==> src/rtl/pc_unit_pkg.sv <==
// pc_unit_pkg: shared definitions for the program-counter unit.
//   - next-PC select encodings (3 bits)
//   - default reset and instruction-memory window constants
//   - helpers for the branch offset extension and the fetch-window check
package pc_unit_pkg;

    localparam int unsigned NPC_OP_W = 3;

    typedef enum logic [2:0] {
        NPC_OP_PC4    = 3'd0,
        NPC_OP_BRANCH = 3'd1,
        NPC_OP_J      = 3'd2,
        NPC_OP_JR     = 3'd3
    } npc_op_e;

    localparam logic [31:0] PC_RESET_DEF = 32'h0000_3000;
    localparam logic [31:0] IM_BASE_DEF  = 32'h0000_3000;
    localparam int unsigned IM_WORDS_DEF = 4096;

    // Sign-extend the 16-bit branch field and scale it to a byte offset.
    function automatic logic [31:0] branch_offset(input logic [15:0] imm16);
        return {{14{imm16[15]}}, imm16, 2'b00};
    endfunction

    // A fetch address is usable only if word aligned and inside [base, last].
    function automatic logic fetch_legal(input logic [31:0] addr,
                                         input logic [31:0] base,
                                         input logic [31:0] last);
        return (addr[1:0] == 2'b00) && (addr >= base) && (addr <= last);
    endfunction

endpackage

==> src/rtl/pc_unit_if.sv <==
// pc_unit_if: control/target inputs and PC outputs of the program-counter unit.
//   master : controller side (drives en/npcOp/cmpTrue/imm16/imm26/rsData)
//   slave  : pc_unit side (drives pc/pc4/npc/pcErr)
interface pc_unit_if;
    import pc_unit_pkg::*;

    logic                en;
    logic [NPC_OP_W-1:0] npcOp;
    logic                cmpTrue;
    logic [15:0]         imm16;
    logic [25:0]         imm26;
    logic [31:0]         rsData;
    logic [31:0]         pc;
    logic [31:0]         pc4;
    logic [31:0]         npc;
    logic                pcErr;

    modport master (
        output en, npcOp, cmpTrue, imm16, imm26, rsData,
        input  pc, pc4, npc, pcErr
    );

    modport slave (
        input  en, npcOp, cmpTrue, imm16, imm26, rsData,
        output pc, pc4, npc, pcErr
    );

endinterface

==> src/rtl/pc_unit_npc_calc.sv <==
// npc_calc: purely combinational next-PC generator.
//   in : pc, npcOp, cmpTrue, imm16, imm26, rsData
//   out: npc (selected next PC), pc4 (pc + 4, wraps)
module npc_calc
    import pc_unit_pkg::*;
(
    input  logic [31:0]         pc,
    input  logic [NPC_OP_W-1:0] npcOp,
    input  logic                cmpTrue,
    input  logic [15:0]         imm16,
    input  logic [25:0]         imm26,
    input  logic [31:0]         rsData,
    output logic [31:0]         npc,
    output logic [31:0]         pc4
);

    npc_op_e op_s;

    assign op_s = npc_op_e'(npcOp);
    assign pc4  = pc + 32'd4;

    // Next-PC mux; unknown encodings fall through to sequential fetch.
    always_comb begin
        npc = pc4;
        case (op_s)
            NPC_OP_PC4: begin
                npc = pc4;
            end
            NPC_OP_BRANCH: begin
                if (cmpTrue) begin
                    npc = pc4 + branch_offset(imm16);
                end else begin
                    npc = pc4;
                end
            end
            NPC_OP_J: begin
                // Region bits come from the current pc, not pc4.
                npc = {pc[31:28], imm26, 2'b00};
            end
            NPC_OP_JR: begin
                npc = rsData;
            end
            default: begin
                npc = pc4;
            end
        endcase
    end

endmodule

==> src/rtl/pc_unit.sv <==
// pc_unit: program-counter register with fetch-window fault detection.
//   clk   : rising-edge clock
//   reset : synchronous active-high reset (pc <= PC_RESET, pcErr <= 0)
//   bus   : pc_unit_if.slave - controls in, pc/pc4/npc/pcErr out
// Once pcErr is set the pc freezes until reset; a stalled (en=0) cycle
// neither updates the pc nor checks the target.
module pc_unit
    import pc_unit_pkg::*;
#(
    parameter logic [31:0] PC_RESET = PC_RESET_DEF,
    parameter logic [31:0] IM_BASE  = IM_BASE_DEF,
    parameter int unsigned IM_WORDS = IM_WORDS_DEF
) (
    input  logic     clk,
    input  logic     reset,
    pc_unit_if.slave bus
);

    localparam logic [31:0] IM_LAST = IM_BASE + (IM_WORDS << 2) - 32'd4;

    logic [31:0] pc_q;
    logic [31:0] pc_d;
    logic        pc_err_q;
    logic        pc_err_d;
    logic [31:0] npc_s;
    logic [31:0] pc4_s;
    logic        npc_legal_s;

    npc_calc u_npc_calc (
        .pc      (pc_q),
        .npcOp   (bus.npcOp),
        .cmpTrue (bus.cmpTrue),
        .imm16   (bus.imm16),
        .imm26   (bus.imm26),
        .rsData  (bus.rsData),
        .npc     (npc_s),
        .pc4     (pc4_s)
    );

    assign npc_legal_s = fetch_legal(npc_s, IM_BASE, IM_LAST);

    // Next-state for pc and the sticky fault flag.
    always_comb begin
        pc_d     = pc_q;
        pc_err_d = pc_err_q;
        if (pc_err_q) begin
            pc_d     = pc_q;
            pc_err_d = 1'b1;
        end else if (bus.en) begin
            if (npc_legal_s) begin
                pc_d = npc_s;
            end else begin
                pc_err_d = 1'b1;
            end
        end else begin
            pc_d     = pc_q;
            pc_err_d = pc_err_q;
        end
    end

    // State registers; reset wins over every other input.
    always_ff @(posedge clk) begin
        if (reset) begin
            pc_q     <= PC_RESET;
            pc_err_q <= 1'b0;
        end else begin
            pc_q     <= pc_d;
            pc_err_q <= pc_err_d;
        end
    end

    assign bus.pc    = pc_q;
    assign bus.pcErr = pc_err_q;
    assign bus.pc4   = pc4_s;
    assign bus.npc   = npc_s;

endmodule

==> src/flat_wrapper.sv <==
// flat-port wrapper written by rule: the top's interface ports become plain ports
module pc_unit_flat import pc_unit_pkg::*;
#(
    parameter logic [31:0] PC_RESET = PC_RESET_DEF,
    parameter logic [31:0] IM_BASE  = IM_BASE_DEF,
    parameter int unsigned IM_WORDS = IM_WORDS_DEF
)
  (clk, reset, bus_en, bus_npcOp, bus_cmpTrue, bus_imm16, bus_imm26, bus_rsData, bus_pc, bus_pc4, bus_npc, bus_pcErr);
  pc_unit_if bus_i ();
  input  logic clk;
  input  logic reset;
  input wire logic [$bits(bus_i.en)-1:0] bus_en;
  input wire logic [$bits(bus_i.npcOp)-1:0] bus_npcOp;
  input wire logic [$bits(bus_i.cmpTrue)-1:0] bus_cmpTrue;
  input wire logic [$bits(bus_i.imm16)-1:0] bus_imm16;
  input wire logic [$bits(bus_i.imm26)-1:0] bus_imm26;
  input wire logic [$bits(bus_i.rsData)-1:0] bus_rsData;
  output wire logic [$bits(bus_i.pc)-1:0] bus_pc;
  output wire logic [$bits(bus_i.pc4)-1:0] bus_pc4;
  output wire logic [$bits(bus_i.npc)-1:0] bus_npc;
  output wire logic [$bits(bus_i.pcErr)-1:0] bus_pcErr;
  assign bus_i.en = bus_en;
  assign bus_i.npcOp = bus_npcOp;
  assign bus_i.cmpTrue = bus_cmpTrue;
  assign bus_i.imm16 = bus_imm16;
  assign bus_i.imm26 = bus_imm26;
  assign bus_i.rsData = bus_rsData;
  assign bus_pc = bus_i.pc;
  assign bus_pc4 = bus_i.pc4;
  assign bus_npc = bus_i.npc;
  assign bus_pcErr = bus_i.pcErr;
  pc_unit #(.PC_RESET(PC_RESET), .IM_BASE(IM_BASE), .IM_WORDS(IM_WORDS)) u_core (.clk(clk), .reset(reset), .bus(bus_i));
endmodule
==> config.mk <==
export PLATFORM = sky130hd
export DESIGN_NAME = pc_unit_flat
export DESIGN_NICKNAME = d
export VERILOG_FILES = /design/src/rtl/pc_unit_pkg.sv /design/src/rtl/pc_unit_if.sv /design/src/rtl/pc_unit_npc_calc.sv /design/src/rtl/pc_unit.sv /design/src/flat_wrapper.sv
export SDC_FILE = /design/constraint.sdc
export NUM_CORES = 1
export LEC_CHECK = 0
export ABC_AREA = 1
export BUFFER_PORTS_ARGS = -buffer_cell sky130_fd_sc_hd__buf_2
export CORE_MARGIN = 2
export CORE_UTILIZATION = 34
export CTS_CLUSTER_SIZE = 20
export DETAILED_ROUTE_END_ITERATION = 8
export HOLD_SLACK_MARGIN = 0.03
export PLACE_DENSITY_LB_ADDON = 0.3
export SLEW_MARGIN = 30
export SYNTH_ARGS = -nofsm -noshare
export SYNTH_HDL_FRONTEND = slang
export SYNTH_SLANG_ARGS = --single-unit
==> constraint.sdc <==
create_clock -name clk -period 4.35 [get_ports clk]
set_input_delay 0.435 -clock clk [delete_from_list [all_inputs] [get_ports clk]]
set_output_delay 0.435 -clock clk [all_outputs]
set_load 0.02 [all_outputs]
Word-level counts from Yosys, hierarchy flattened --
Index checks and enable logic that the tools add are counted.
Storage, ports and cells: flip-flop bits (word level) 33, input port bits 81, logic and storage cells 19
Operators by class: add/subtract/negate cells 2, magnitude comparators 2, eq/ne operators 3, multiplexer cells 5, bitwise operators 1, reduce and logical (&&, ||, !) cells 4
Operators with widths (number):
- case mux 32 bit (3 select lines) | 1
- adder 32 x 3 -> 32 bit, second input constant | 1
- adder 32 bit | 1
- >= comparator 32 x 14 -> 1 bit, second input constant | 1
- less-or-equal comparator 32 x 15 -> 1 bit, second input constant | 1
- two-way mux 32 bit | 1
- equality test 3 x 2 -> 1 bit, second input constant | 2
- equality test 3 x 1 -> 1 bit, second input constant | 1
- two-way mux 1 bit | 3
- AND reduction 3 bit | 1
- logical AND 1 bit | 2
- logical NOT 2 bit | 1
- inverter 1 bit | 1

Longest topological paths before layout --
depth after elaboration 10, mapped depth 32, gate-level depth less buffers 31

Cells and area by module --
Synthesis repeated with hierarchy kept, for this count alone.
Second synthesis, totals: cells, all modules 951, area total of the unflattened synthesis 5298.8 um2
By module, submodules not included:
- npc_calc | times used 1, cells an instance 781, area an instance 4043.9 um2, sequential area each 0.0 um2
- pc_unit | times used 1, cells an instance 170, area an instance 1255.0 um2, sequential area each 660.6 um2

Worst setup path after synthesis --
OpenSTA, ideal clock, no wires.
path type register to register, from register u_core.pc_q[2], in the netlist u_core.bus.pc[2], to register u_core.pc_q[16], in the netlist u_core.bus.pc[16], setup time 0.120 ns, data arrival time 3.776 ns, data required time 4.230 ns, slack 0.453 ns, stages on the path, launching flop included 25, path buffers 1, path through dfxtp_1 -> ha_1 -> nand2_2 -> nor2_4 -> nand2_2 -> nor2_4 -> xor2_2 -> inv_1 -> ha_1 -> nand2_1 -> nor2_1 -> nand2_1 -> nor2_1 -> nand2_1 -> nand4_1 -> nand3_1 -> nand2_1 -> nand3b_1 -> nor2_1 -> nand3_1 -> nor2_1 -> nand3_4 -> nand2_2 -> buf_4 -> a21oi_1
Between the ends: word-level cells in the longest chain between the ends 8, elaborated cells between the ends (all ways) 9
RTL lines:
- start: declaration | RTL line pc_unit.sv:21 | logic [31:0] pc_q;
- start signal: assignment | RTL line pc_unit.sv:67 | pc_q <= pc_d;
- adder 32 x 3 -> 32 bit * | RTL line pc_unit_npc_calc.sv:20 | assign pc4 = pc + 32'd4;
- via bus_pc4[16] | RTL line flat_wrapper.sv:19 | output wire logic [$bits(bus_i.pc4)-1:0] bus_pc4;
- adder 32 bit * | RTL line pc_unit_npc_calc.sv:31 | npc = pc4 + branch_offset(imm16);
- two-way mux 32 bit * | RTL line pc_unit_npc_calc.sv:30 | if (cmpTrue) begin
- case mux 32 bit (3 select lines) * | RTL line pc_unit_npc_calc.sv:25 | case (op_s)
- via bus_npc[26] | RTL line flat_wrapper.sv:20 | output wire logic [$bits(bus_i.npc)-1:0] bus_npc;
- >= comparator 32 x 14 -> 1 bit | RTL line pc_unit_pkg.sv:29 | return (addr[1:0] == 2'b00) && (addr >= base) && (addr <= last);
- logical AND 1 bit | RTL line pc_unit_pkg.sv:29
- logical AND 1 bit * | RTL line pc_unit_pkg.sv:29
- AND reduction 3 bit (no line) *
The timed path passes the listed nets; every way through them passes the cells marked *. A chain may end at the register's enable or synchronous reset.

Final worst setup path --
from register u_core.pc_q[2], in the netlist u_core.bus.pc[2], to output port bus_npc[31]
Between the ends: word-level cells in the longest chain between the ends 4
RTL lines (RTL line):
- adder 32 x 3 -> 32 bit * | pc_unit_npc_calc.sv:20
- adder 32 bit | pc_unit_npc_calc.sv:31
- two-way mux 32 bit | pc_unit_npc_calc.sv:30
- case mux 32 bit (3 select lines) * | pc_unit_npc_calc.sv:25
- end: declaration | flat_wrapper.sv:20
Every way passes the cells marked *; elsewhere a longest branch is shown, timed or not.

==> results.txt <==
----------------------------------------------------
[Layout]
  Count of fill cells added during filler insertion ... approximately 2000
  Fraction of final layout cells with drive strength greater than 1 ... 0.189
  Ant. Diodes ... 0
  Layout overhead on the synthesized area ... 25.4%
  Sequential cell area ... around 670 sq um
  Post-route cell area ... 7430 sq um
  Area taken by multi-input logic gates ... around 4300 sq um
  Layout net count ... around 1500

[Clock tree]
  Count of H-tree levels built during CTS ... 2
  Root buffer cell ... sky130_fd_sc_hd__clkbuf_16
  Clock-pin transition on the worst setup and hold timing paths ... 0.05 ns
  TritonCTS Buffers ... 5
  Clock net sink count ... 33
  CTS tree ... built
  Clk Latency, worst-skew pair ... 0.28 ns
  Hold bufs inserted after CTS ... 0
  Largest buffer count on any clock path ... 2

[Timing]
  Final Max Tran Viols ... 0
  Final worst clock skew ... approximately 0.0042 ns
  Transition time at the pin with the least slew margin ... between 0.5 and 0.6 ns
  Final worst hold slack ... 0.359 ns
  Fmax ... between 200 and 250 MHz
  Fin crit period ... 4.10 ns
  Final clock period utilization by the worst path ... 0.942
  Setup slack after layout ... 0.251 ns
  RSZ-0062 raised after global routing ... true
  Relative slew margins ... 0.601
  Final Setup Violations ... 0
  Total negative setup slack ... 0 ns
  Number of hold violations in the final report ... 0

[Synthesis]
  Number of synthesized flops with an enable pin ... 0
  Cells after Synth ... 1199
  Fraction of registers with async set or reset after synthesis ... 0
  Post-Syn Area ... 5920 sq um
  Average instance area after synthesis ... roughly 4.9 sq um
  YS warnings ... 0
  Number of storage elements in the synthesis netlist ... 33
  Dominant synthesized flop cell ... sky130_fd_sc_hd__dfxtp_1
  Post-synthesis net count ... ~1300
  Number of distinct library cell variants in the gate-level netlist after synthesis ... 38
  Sequential-to-total area share from yosys stat ... 0.112

[GRT]
  Via count of the first global-routing pass ... about 7200
  First-pass GRT wire length ... ~37000 microns
  Maximum number of pins on one net before global-route repair ... 33
  Initial antenna violation count ... 0
  Global-route usage over all layers ... 0.254
  Overall overflow remaining after global route ... 0

[Placement]
  Routability-driven placement congestion ratio ... just under 1
  Placed Area ... between 7000 and 8000 sq um
  Setup Slack @ Placement ... -0.0274 ns
  Half-perimeter wire length after detailed placement ... between 20000 and 25000 microns
  # port buffers ... roughly 180

[Die]
  Die outline area ... approximately 18000 sq um
  Number of ports placed on the die boundary ... approximately 180
  Die outline width ... around 140 microns
  Initial core utilization ... 0.345
  Row count ... 48
  Die span in y ... around 140 microns
  Core Region ... 17200 sq um

[Run]
  Max-capacitance violation count ... 0

[Detailed routing]
  Final antenna-violating net count ... 0
  Post-DR wirelength/cell ... 14.9 microns
  Number of DRC violations after detailed-routing iteration 0 ... about 580
  DR vias/cell ... 4.86
  Pre-antenna DRT Iters ... 5
  Residual DRC count ... 0
  Sum of routed wire length over all layers ... ~24000 microns
  Via count ... between 7000 and 8000

[Setup path]
  Category of the worst setup path launch point ... flop
  Worst R2R Path Depth ... 28
  Launch instance of the worst register-to-register path ... u_core.bus.pc[2]
  Slack of the worst reg-to-reg path ... around 0.28 ns
  Critical path launch point ... u_core.bus.pc[2]
  Worst Setup EP ... bus_npc[31]
  Required time of the worst setup path ... between 3 and 4 ns
  Type of element capturing the critical path ... output pin
  Worst EP arrival ... between 3 and 4 ns
  Crit Reg-Reg Endpoint ... u_core.bus.pc[8]
  Kind of critical path ... flop to output pin
  Top fanout value on the critical path ... 5

[Pwr]
  Power per cell area ... about 140 nW/um^2
  Static leakage power ... 0.00449 uW
  Maximum VDD drop ... around 0.24 mV

[Run status]
  Run status ... finished, final reports clean

[Min path]
  Hold crit path type ... input port to flop

----------------------------------------------------
[cells by family (layout without fill, tap and decap cells)]
family | Yosys count | in the layout | share of synthesized area
buffers and inverters | 273 | 457 | 0.179
flip-flops | 33 | 33 | 0.112
adder cells (fa/ha/maj) | 33 | 33 | 0.0710
AO/OA/AOI/OAI | 98 | 98 | 0.0993
XOR/XNOR | 6 | 6 | 0.0114
AND/OR/NAND/NOR | 756 | 756 | 0.528
[report_power, final]
part	internal [uW]	total (uW)	leakage, uW	switching (uW)
Combinational	138	408	0.00415	270
Clock	224	349	0.0000700	125
Sequential	305	309	0.000267	3.22
Total	668	1070	0.00449	398
[worst min path at each step]
stage,start,to,slack (ns),cells after the start
floorplan,reset,u_core.bus.pc[23],0.51,1
global placement,u_core.bus.pc[0],u_core.bus.pc[0],0.49,2
detailed placement,u_core.bus.pcErr,u_core.bus.pcErr,0.49,2
CTS,reset,u_core.bus.pc[24],0.37,2
global route,reset,u_core.bus.pc[24],0.39,2
finish,reset,u_core.bus.pc[24],0.36,2
[sequential cells by signal, summed over array words and instances (netlist names)]
signal	count
u_core.bus.pc	32
u_core.bus.pcErr	1
[layout make-up]
cell class / count / area share
multi-input combinational: 893 / 0.580
tap: 225 / 0.0379
inverter: 248 / 0.125
timing repair buffer: 202 / 0.148
clock buffer: 7 / 0.0192
sequential: 33 / 0.0896
[synthesized netlist by cell type (2+ instances only)]
| cell | number | area [sq um] |
|---|---|---|
| sky130_fd_sc_hd__nand4_1 | 15 | 93.8 |
| sky130_fd_sc_hd__dfxtp_1 | 33 | 661 |
| sky130_fd_sc_hd__o21bai_1 | 3 | 22.5 |
| sky130_fd_sc_hd__a22oi_1 | 14 | 105 |
| sky130_fd_sc_hd__nand2_1 | 463 | 1740 |
| sky130_fd_sc_hd__clkinv_1 | 3 | 11.3 |
| sky130_fd_sc_hd__nor3_1 | 3 | 15.0 |
| sky130_fd_sc_hd__nand3b_1 | 3 | 22.5 |
| sky130_fd_sc_hd__xor2_1 | 4 | 35.0 |
| sky130_fd_sc_hd__nand3_1 | 117 | 586 |
| sky130_fd_sc_hd__nor2_4 | 5 | 56.3 |
| sky130_fd_sc_hd__buf_2 | 7 | 35.0 |
| sky130_fd_sc_hd__inv_1 | 236 | 886 |
| sky130_fd_sc_hd__ha_1 | 32 | 400 |
| sky130_fd_sc_hd__nor2_2 | 4 | 25.0 |
| sky130_fd_sc_hd__o22ai_1 | 2 | 12.5 |
| sky130_fd_sc_hd__o21ai_1 | 6 | 30.0 |
| sky130_fd_sc_hd__o21ai_0 | 4 | 20.0 |
| sky130_fd_sc_hd__a21oi_1 | 55 | 275 |
| sky130_fd_sc_hd__xor2_2 | 2 | 32.5 |
| sky130_fd_sc_hd__a221oi_1 | 11 | 96.3 |
| sky130_fd_sc_hd__nor2_1 | 137 | 514 |
| sky130_fd_sc_hd__nand2_2 | 3 | 18.8 |
| sky130_fd_sc_hd__clkbuf_1 | 11 | 41.3 |
| sky130_fd_sc_hd__inv_2 | 9 | 33.8 |
| sky130_fd_sc_hd__buf_4 | 5 | 37.5 |
[stage by stage]
stage | power (uW) | std cells | utilization
after global placement | 712 | 1601 | 0.418
final | 1070 | 1608 | 0.432
after global routing | 1120 | 1608 | 0.432
after CTS | 1060 | 1608 | 0.426
after floorplan | 564 | 1199 | -
after detailed placement | 712 | 1601 | 0.418
[worst max-delay path, stage by stage, from the launching register on]
cell and delay (ns):
sky130_fd_sc_hd__dfxtp_1 0.39, sky130_fd_sc_hd__ha_1 0.21, sky130_fd_sc_hd__nand2_2 0.11, sky130_fd_sc_hd__nor2_4 0.15, sky130_fd_sc_hd__inv_1 0.10, sky130_fd_sc_hd__nor2_2 0.16, sky130_fd_sc_hd__nand2_1 0.06, sky130_fd_sc_hd__nand2_1 0.11
sky130_fd_sc_hd__inv_1 0.12, sky130_fd_sc_hd__ha_2 0.42, sky130_fd_sc_hd__nand2_1 0.13, sky130_fd_sc_hd__nor2_2 0.20, sky130_fd_sc_hd__nand2_1 0.12, sky130_fd_sc_hd__inv_1 0.07, sky130_fd_sc_hd__nand2_1 0.07, sky130_fd_sc_hd__nand2_1 0.11
sky130_fd_sc_hd__nand2_1 0.08, sky130_fd_sc_hd__nand3_1 0.10, sky130_fd_sc_hd__nand3_1 0.08, sky130_fd_sc_hd__nand2_1 0.07, sky130_fd_sc_hd__nand3_1 0.10, sky130_fd_sc_hd__nand2_1 0.07, sky130_fd_sc_hd__nand2_1 0.11, sky130_fd_sc_hd__inv_1 0.07
sky130_fd_sc_hd__buf_2 0.15
[timing repair]
action	CTS	global route
hold endpoints to repair	0	0
buffers inserted	0	0
endpoints found under the setup margin	15	45
pin swaps	0	0
resized for setup	1	30
gates cloned	0	0
[routing by layer]
| layer | part of all wire | GRT usage |
|---|---|---|
| met1 | 0.44 | 0.332 |
| met4 | 0.024 | 0.0718 |
| met3 | 0.052 | 0.0190 |
| met5 | 0 | 0 |
| met2 | 0.48 | 0.448 |
[cell usage in the layout, fill, tap and decap left out, drive strengths merged]
cell type / count
nand2: 466
inv: 245
buf: 202
nor2: 146
nand3: 119
a21oi: 55
dfxtp: 33
ha: 32
nand4: 15
a22oi: 14
a221oi: 11
o21ai: 10
clkbuf: 7
xor2: 6
nand3b: 4
o21bai: 3
clkinv: 3
nor3: 3
o22ai: 2
or2: 1
o211ai: 1
and3: 1
a21boi: 1
a21o: 1
and2: 1
fa: 1
(Power assumes the default switching activity.)
